==> src/rtl/cursor_control_if.sv <==
// rtl/cursor_control_if.sv - byte stream, cursor feedback and cursor load bundle for cursor_control
interface cursor_control_if;
  logic [7:0] data;
  logic       valid;
  logic       ready;
  logic [5:0] cursor_x;
  logic [3:0] cursor_y;
  logic [5:0] new_cursor_x;
  logic [3:0] new_cursor_y;
  logic       write_cursor_pos;
  logic       scroll;

  // Driver side: feeds bytes and reports the current cursor position.
  modport master (
    output data, valid, cursor_x, cursor_y,
    input  ready, new_cursor_x, new_cursor_y, write_cursor_pos, scroll
  );

  // Decoder side.
  modport slave (
    input  data, valid, cursor_x, cursor_y,
    output ready, new_cursor_x, new_cursor_y, write_cursor_pos, scroll
  );
endinterface

==> src/rtl/cursor_control.sv <==
// rtl/cursor_control.sv - terminal byte decoder driving cursor moves and scroll
module cursor_control #(
  parameter int COLS = 64,
  parameter int ROWS = 16
) (
  input logic             px_clk,
  input logic             clr,
  cursor_control_if.slave bus
);

  typedef enum logic [1:0] {IDLE, ESC, Y_ROW, Y_COL} state_t;

  // Limits held at 8 bits so every sum/difference below has headroom before clamping.
  localparam logic [7:0] X_MAX = 8'(COLS - 1);
  localparam logic [7:0] Y_MAX = 8'(ROWS - 1);

  state_t     state, state_next;
  logic       ready_q;
  logic       accept;
  logic [3:0] row_q, row_next;
  logic [7:0] x_ext, y_ext, coord;
  logic [7:0] x_calc, y_calc;
  logic       write_c, scroll_c;

  assign accept = bus.valid && ready_q;
  assign bus.ready = ready_q;
  assign x_ext = {2'b00, bus.cursor_x};
  assign y_ext = {4'b0000, bus.cursor_y};
  // Direct-addressing coordinate; bytes below the space character map to 0.
  assign coord = (bus.data < 8'h20) ? 8'h00 : (bus.data - 8'h20);

  // State register.
  always_ff @(posedge px_clk or posedge clr) begin
    if (clr) state <= IDLE;
    else     state <= state_next;
  end

  // Decode the accepted byte into the next state and target position.
  always_comb begin
    state_next = state;
    row_next   = row_q;
    x_calc     = x_ext;
    y_calc     = y_ext;
    scroll_c   = 1'b0;
    if (accept) begin
      state_next = IDLE;
      case (state)
        IDLE: begin
          if (bus.data == 8'h08) begin
            x_calc = (x_ext == 8'd0) ? 8'd0 : x_ext - 8'd1;
          end else if (bus.data == 8'h09) begin
            x_calc = (x_ext & 8'hF8) + 8'd8;
            if (x_calc > X_MAX) x_calc = X_MAX;
          end else if (bus.data == 8'h0A) begin
            if (y_ext < Y_MAX) y_calc = y_ext + 8'd1;
            else               scroll_c = 1'b1;
          end else if (bus.data == 8'h0D) begin
            x_calc = 8'd0;
          end else if (bus.data == 8'h1B) begin
            state_next = ESC;
          end else if (bus.data >= 8'h20 && bus.data <= 8'h7E) begin
            x_calc = (x_ext < X_MAX) ? x_ext + 8'd1 : X_MAX;
          end
        end
        ESC: begin
          case (bus.data)
            8'h41: y_calc = (y_ext == 8'd0) ? 8'd0 : y_ext - 8'd1;
            8'h42: y_calc = (y_ext < Y_MAX) ? y_ext + 8'd1 : Y_MAX;
            8'h43: x_calc = (x_ext < X_MAX) ? x_ext + 8'd1 : X_MAX;
            8'h44: x_calc = (x_ext == 8'd0) ? 8'd0 : x_ext - 8'd1;
            8'h48: begin
              x_calc = 8'd0;
              y_calc = 8'd0;
            end
            8'h59: state_next = Y_ROW;
            default: ;
          endcase
        end
        Y_ROW: begin
          row_next   = (coord > Y_MAX) ? Y_MAX[3:0] : coord[3:0];
          state_next = Y_COL;
        end
        Y_COL: begin
          x_calc = (coord > X_MAX) ? X_MAX : coord;
          y_calc = {4'b0000, row_q};
        end
        default: ;
      endcase
    end
    write_c = accept && ((x_calc != x_ext) || (y_calc != y_ext));
  end

  // Handshake throttle, one-cycle strobes, held load coordinates and latched row.
  always_ff @(posedge px_clk or posedge clr) begin
    if (clr) begin
      ready_q              <= 1'b1;
      bus.write_cursor_pos <= 1'b0;
      bus.scroll           <= 1'b0;
      bus.new_cursor_x     <= 6'd0;
      bus.new_cursor_y     <= 4'd0;
      row_q                <= 4'd0;
    end else begin
      ready_q              <= ~accept;
      bus.write_cursor_pos <= write_c;
      bus.scroll           <= scroll_c;
      row_q                <= row_next;
      if (write_c) begin
        bus.new_cursor_x <= x_calc[5:0];
        bus.new_cursor_y <= y_calc[3:0];
      end
    end
  end

endmodule
==> src/flat_wrapper.sv <==
// flat-port wrapper written by rule: the top's interface ports become plain ports
module cursor_control_flat 
#(
  parameter int COLS = 64,
  parameter int ROWS = 16
)
  (px_clk, clr, bus_data, bus_valid, bus_cursor_x, bus_cursor_y, bus_ready, bus_new_cursor_x, bus_new_cursor_y, bus_write_cursor_pos, bus_scroll);
  cursor_control_if bus_i ();
  input logic px_clk;
  input logic clr;
  input wire logic [$bits(bus_i.data)-1:0] bus_data;
  input wire logic [$bits(bus_i.valid)-1:0] bus_valid;
  input wire logic [$bits(bus_i.cursor_x)-1:0] bus_cursor_x;
  input wire logic [$bits(bus_i.cursor_y)-1:0] bus_cursor_y;
  output wire logic [$bits(bus_i.ready)-1:0] bus_ready;
  output wire logic [$bits(bus_i.new_cursor_x)-1:0] bus_new_cursor_x;
  output wire logic [$bits(bus_i.new_cursor_y)-1:0] bus_new_cursor_y;
  output wire logic [$bits(bus_i.write_cursor_pos)-1:0] bus_write_cursor_pos;
  output wire logic [$bits(bus_i.scroll)-1:0] bus_scroll;
  assign bus_i.data = bus_data;
  assign bus_i.valid = bus_valid;
  assign bus_i.cursor_x = bus_cursor_x;
  assign bus_i.cursor_y = bus_cursor_y;
  assign bus_ready = bus_i.ready;
  assign bus_new_cursor_x = bus_i.new_cursor_x;
  assign bus_new_cursor_y = bus_i.new_cursor_y;
  assign bus_write_cursor_pos = bus_i.write_cursor_pos;
  assign bus_scroll = bus_i.scroll;
  cursor_control #(.COLS(COLS), .ROWS(ROWS)) u_core (.px_clk(px_clk), .clr(clr), .bus(bus_i));
endmodule
==> config.mk <==
export PLATFORM = sky130hd
export DESIGN_NAME = cursor_control_flat
export DESIGN_NICKNAME = d
export VERILOG_FILES = /design/src/rtl/cursor_control_if.sv /design/src/rtl/cursor_control.sv /design/src/flat_wrapper.sv
export SDC_FILE = /design/constraint.sdc
export NUM_CORES = 1
export LEC_CHECK = 0
export CORE_MARGIN = 2
export CORE_UTILIZATION = 23
export CTS_CLUSTER_DIAMETER = 40
export DETAILED_ROUTE_END_ITERATION = 7
export SYNTH_ARGS = -nofsm -noshare
export SYNTH_HDL_FRONTEND = slang
export SYNTH_SLANG_ARGS = --single-unit
==> constraint.sdc <==
create_clock -name px_clk -period 3.73 [get_ports px_clk]
set_input_delay 1.119 -clock px_clk [delete_from_list [all_inputs] [get_ports px_clk]]
set_output_delay 1.119 -clock px_clk [all_outputs]
set_load 0.005 [all_outputs]
==> impl_metrics.ini <==
[cts]
cts_hold_buf = 0
cts-buffers-inserted = 3
cts_max_path_buffers = 2
htreeDepth = 1
clkSinkCount = 19
clk_latency_ns = 0.25
clk_pin_slew_ns = 0.06
root_buffer = clkbuf_16
cts_tree = built

[setup_path]
cp_cell_sequence = buf_6 -> or4b_4 -> or4_4 -> o32a_1 -> o211a_1 -> a32o_2 -> a2111oi_4 -> nand3_1 -> a221oi_2 -> buf_4 -> mux2_4
cp.required_ns = 3.87
startpoint_type = primary input
ff2ff_setup_slack_ns = 0.42
critPathArrivalTime_ns = 4.23
crit_type = primary input to flip-flop
crit_slowest_cell = or4b_4
end_kind = flip-flop
crit_fanout = 5
cpPeakStageDelay_ns = 0.53

[yosys]
synth_fp_nets = 405
synth.most_common_cell = nand2_1
synthTopCellsByArea = dfrtp_1, nand2_1, ha_1, mux2_2, o21ai_0
synthArstFlopShare_pct = 100
yosys_warnings = 0
ys_seq_elements = 19
synthAdderAreaFrac_pct = 4.60
synth_top_area_cell = dfrtp_1
syn_inst = 374
synth_mux_area_share_pct = 5.29
ys_seq_area_share_pct = 17.5
synth_compound_area_share_pct = 33.0
synth_edf_count = 0
synth_top_cell_area_share_pct = 16.6
synth_ff_type = dfrtp_1
synth_top_family_by_area = compound AO/OA/AOI/OAI gates
synth_xor_area_share_pct = 2.25
synth-simple-area-share_pct = 30.1
syn_avg_cell_area_um2 = 7.27
ys_top_cells_by_count = nand2_1, o21ai_0, clkbuf_1, nor2_1, a21oi_1
synth_cell_types = 74
syn_area_um2 = 2720

[placement]
numPortBuffers = 33
gp_congestion = 0.943
hpwl_mm = 9.11
preCtsSetupSlack_ns = -1.07

[cells_and_area]
syn_to_final_growth_pct = 63.5
nets = 559
diodes = 0
drive_above_1_share_pct = 37.0
final_util_pct = 38.8

[sta]
fmax_mhz = 244
final_hold_viol_count = 0
setup_violations = 11
rsz0062_at_grt = true
slew_violations = 0
worst_pin_slew_ns = 0.752
max_slew_margin_pct = 49.8
skew_ns = 0.00244
fin_hold_ws_ns = 0.516
fin_crit_sh_pct = 110
fin_ws_ns = -0.368
period_needed_ns = 4.10

[pwr]
powerDensity_nw_per_um2 = 211
cellLeakagePower_nw = 1.99
irDropWorstVdd_uv = 213

[global_route]
grt.total_usage_pct = 18.2
grt_start_max_net_pins = 20
use_met1_pct = 24.8
grtUsageMet2_pct = 29.7
grt_pass1_vias = 3593
grt_pass1_wl_mm = 18.8
busiest_layer = met2
antenna_found_initial = 0
overflow = 0
gr-usage-met3_pct = 1.87

[drt]
post-route-drc-count = 0
ant_nets = 0
first_iter_violations = 218
routed_via_density = 5.40
wire_per_inst_um = 17.3
vias = 3618
firstDrtPassIters = 5
routed_wl_mm = 11.6

[die]
die-height_um = 113
die_w_um = 113
initial_core_util_pct = 23.7
ios = 34
core_area_um2 = 11500
core.rowCount = 39
dieArea_um2 = 12700

[run_status]
violations = setup timing
status = complete, but fails checks

[flow_run]
cap_violations = 0

[hold_path]
hp-class = flip-flop to flip-flop
## cells by family after synthesis
kind of cell               Yosys count
muxes                               13
xor gates and xnor gates             7
DFF                                 19
AOI/OAI and AO/OA                  127
and+or+nand+nor                    151
buffers and inverters               47
adders and majority gates           10
## worst max-delay path: cells and delay by family
kind,cells,cell delay [ns]
mux,1,0.30
buf+inv,2,0.31
compound gates,5,1.32
simple gates,3,1.18
## path summary, 6_finish.rpt
check	startpoint	to	cells past startpoint
max	bus_data[7]	u_core.bus.new_cursor_y[2]	11
min in group asynchronous	clr	u_core.bus.new_cursor_x[2]	2
max reg2reg	u_core.state[1]	u_core.bus.new_cursor_y[2]	12
min	u_core.bus.new_cursor_x[1]	u_core.bus.new_cursor_x[1]	1
min reg2reg	u_core.bus.new_cursor_x[1]	u_core.bus.new_cursor_x[1]	1
max in group asynchronous	clr	u_core.row_q[2]	2
## sequential cells by signal, indices dropped and copies added, names as in the netlist
signal,cells
u_core.bus.scroll,1
u_core.bus.write_cursor_pos,1
u_core.row_q,4
u_core.state,2
u_core.bus.new_cursor_x,6
u_core.bus.new_cursor_y,4
u_core.bus.ready,1
## cells in the final DEF (no fill, tap or decap), types with 5 or more instances in the layout
master,instances
a21oi_1,22
a31oi_1,12
and3_1,8
buf_4,138
buf_6,8
clkdlybuf4s50_1,18
dfrtp_1,18
dlygate4sd2_1,8
ha_1,9
inv_1,18
mux2_4,10
nand2_1,34
nand2b_1,9
nand3_1,15
nand4_1,10
nor2_1,21
nor2b_1,8
nor3_1,6
nor4_1,7
o211ai_1,6
o21ai_0,21
o31ai_1,5
## area by class of cell
| class | count | area, µm² |
|---|---|---|
| Clock buffer | 3 | 75.1 |
| Clock inverter | 1 | 5.00 |
| Fill cell | 1183 | 7020 |
| Inverter | 19 | 71.3 |
| Multi-Input combinational cell | 308 | 2220 |
| Sequential cell | 19 | 477 |
| Tap cell | 143 | 179 |
| Timing Repair Buffer | 177 | 1420 |
## power breakdown
group	internal (mW)	total (mW)	switching, mW
clock network	0.144	0.223	0.0794
logic	0.252	0.460	0.207
registers	0.236	0.254	0.0181
total	0.632	0.937	0.305
## stage by stage
stage	setup TNS [ns]	instances	instance area, µm²	power (mW)
global placement	-11.11	660	4140	0.661
floorplan	-6.18	374	2720	0.440
finish	-3.77	670	4450	0.937
global route	-4.69	670	4450	0.989
detailed placement	-11.36	660	4140	0.665
CTS	-3.54	669	4370	0.924
## repair_timing
item	in CTS	in global routing
resized for setup	57	17
setup endpoints to repair	11	11
setup buffers	4	1
gates cloned	1	0
pin swaps	14	10
## layer usage
metal  vias up  share of wire (%)
li1       1742                  -
met1      1727                 46
met2       125                 46
met3        24                5.3
met4         0                2.7
met5         -                  0
(Power assumes the default switching activity.)
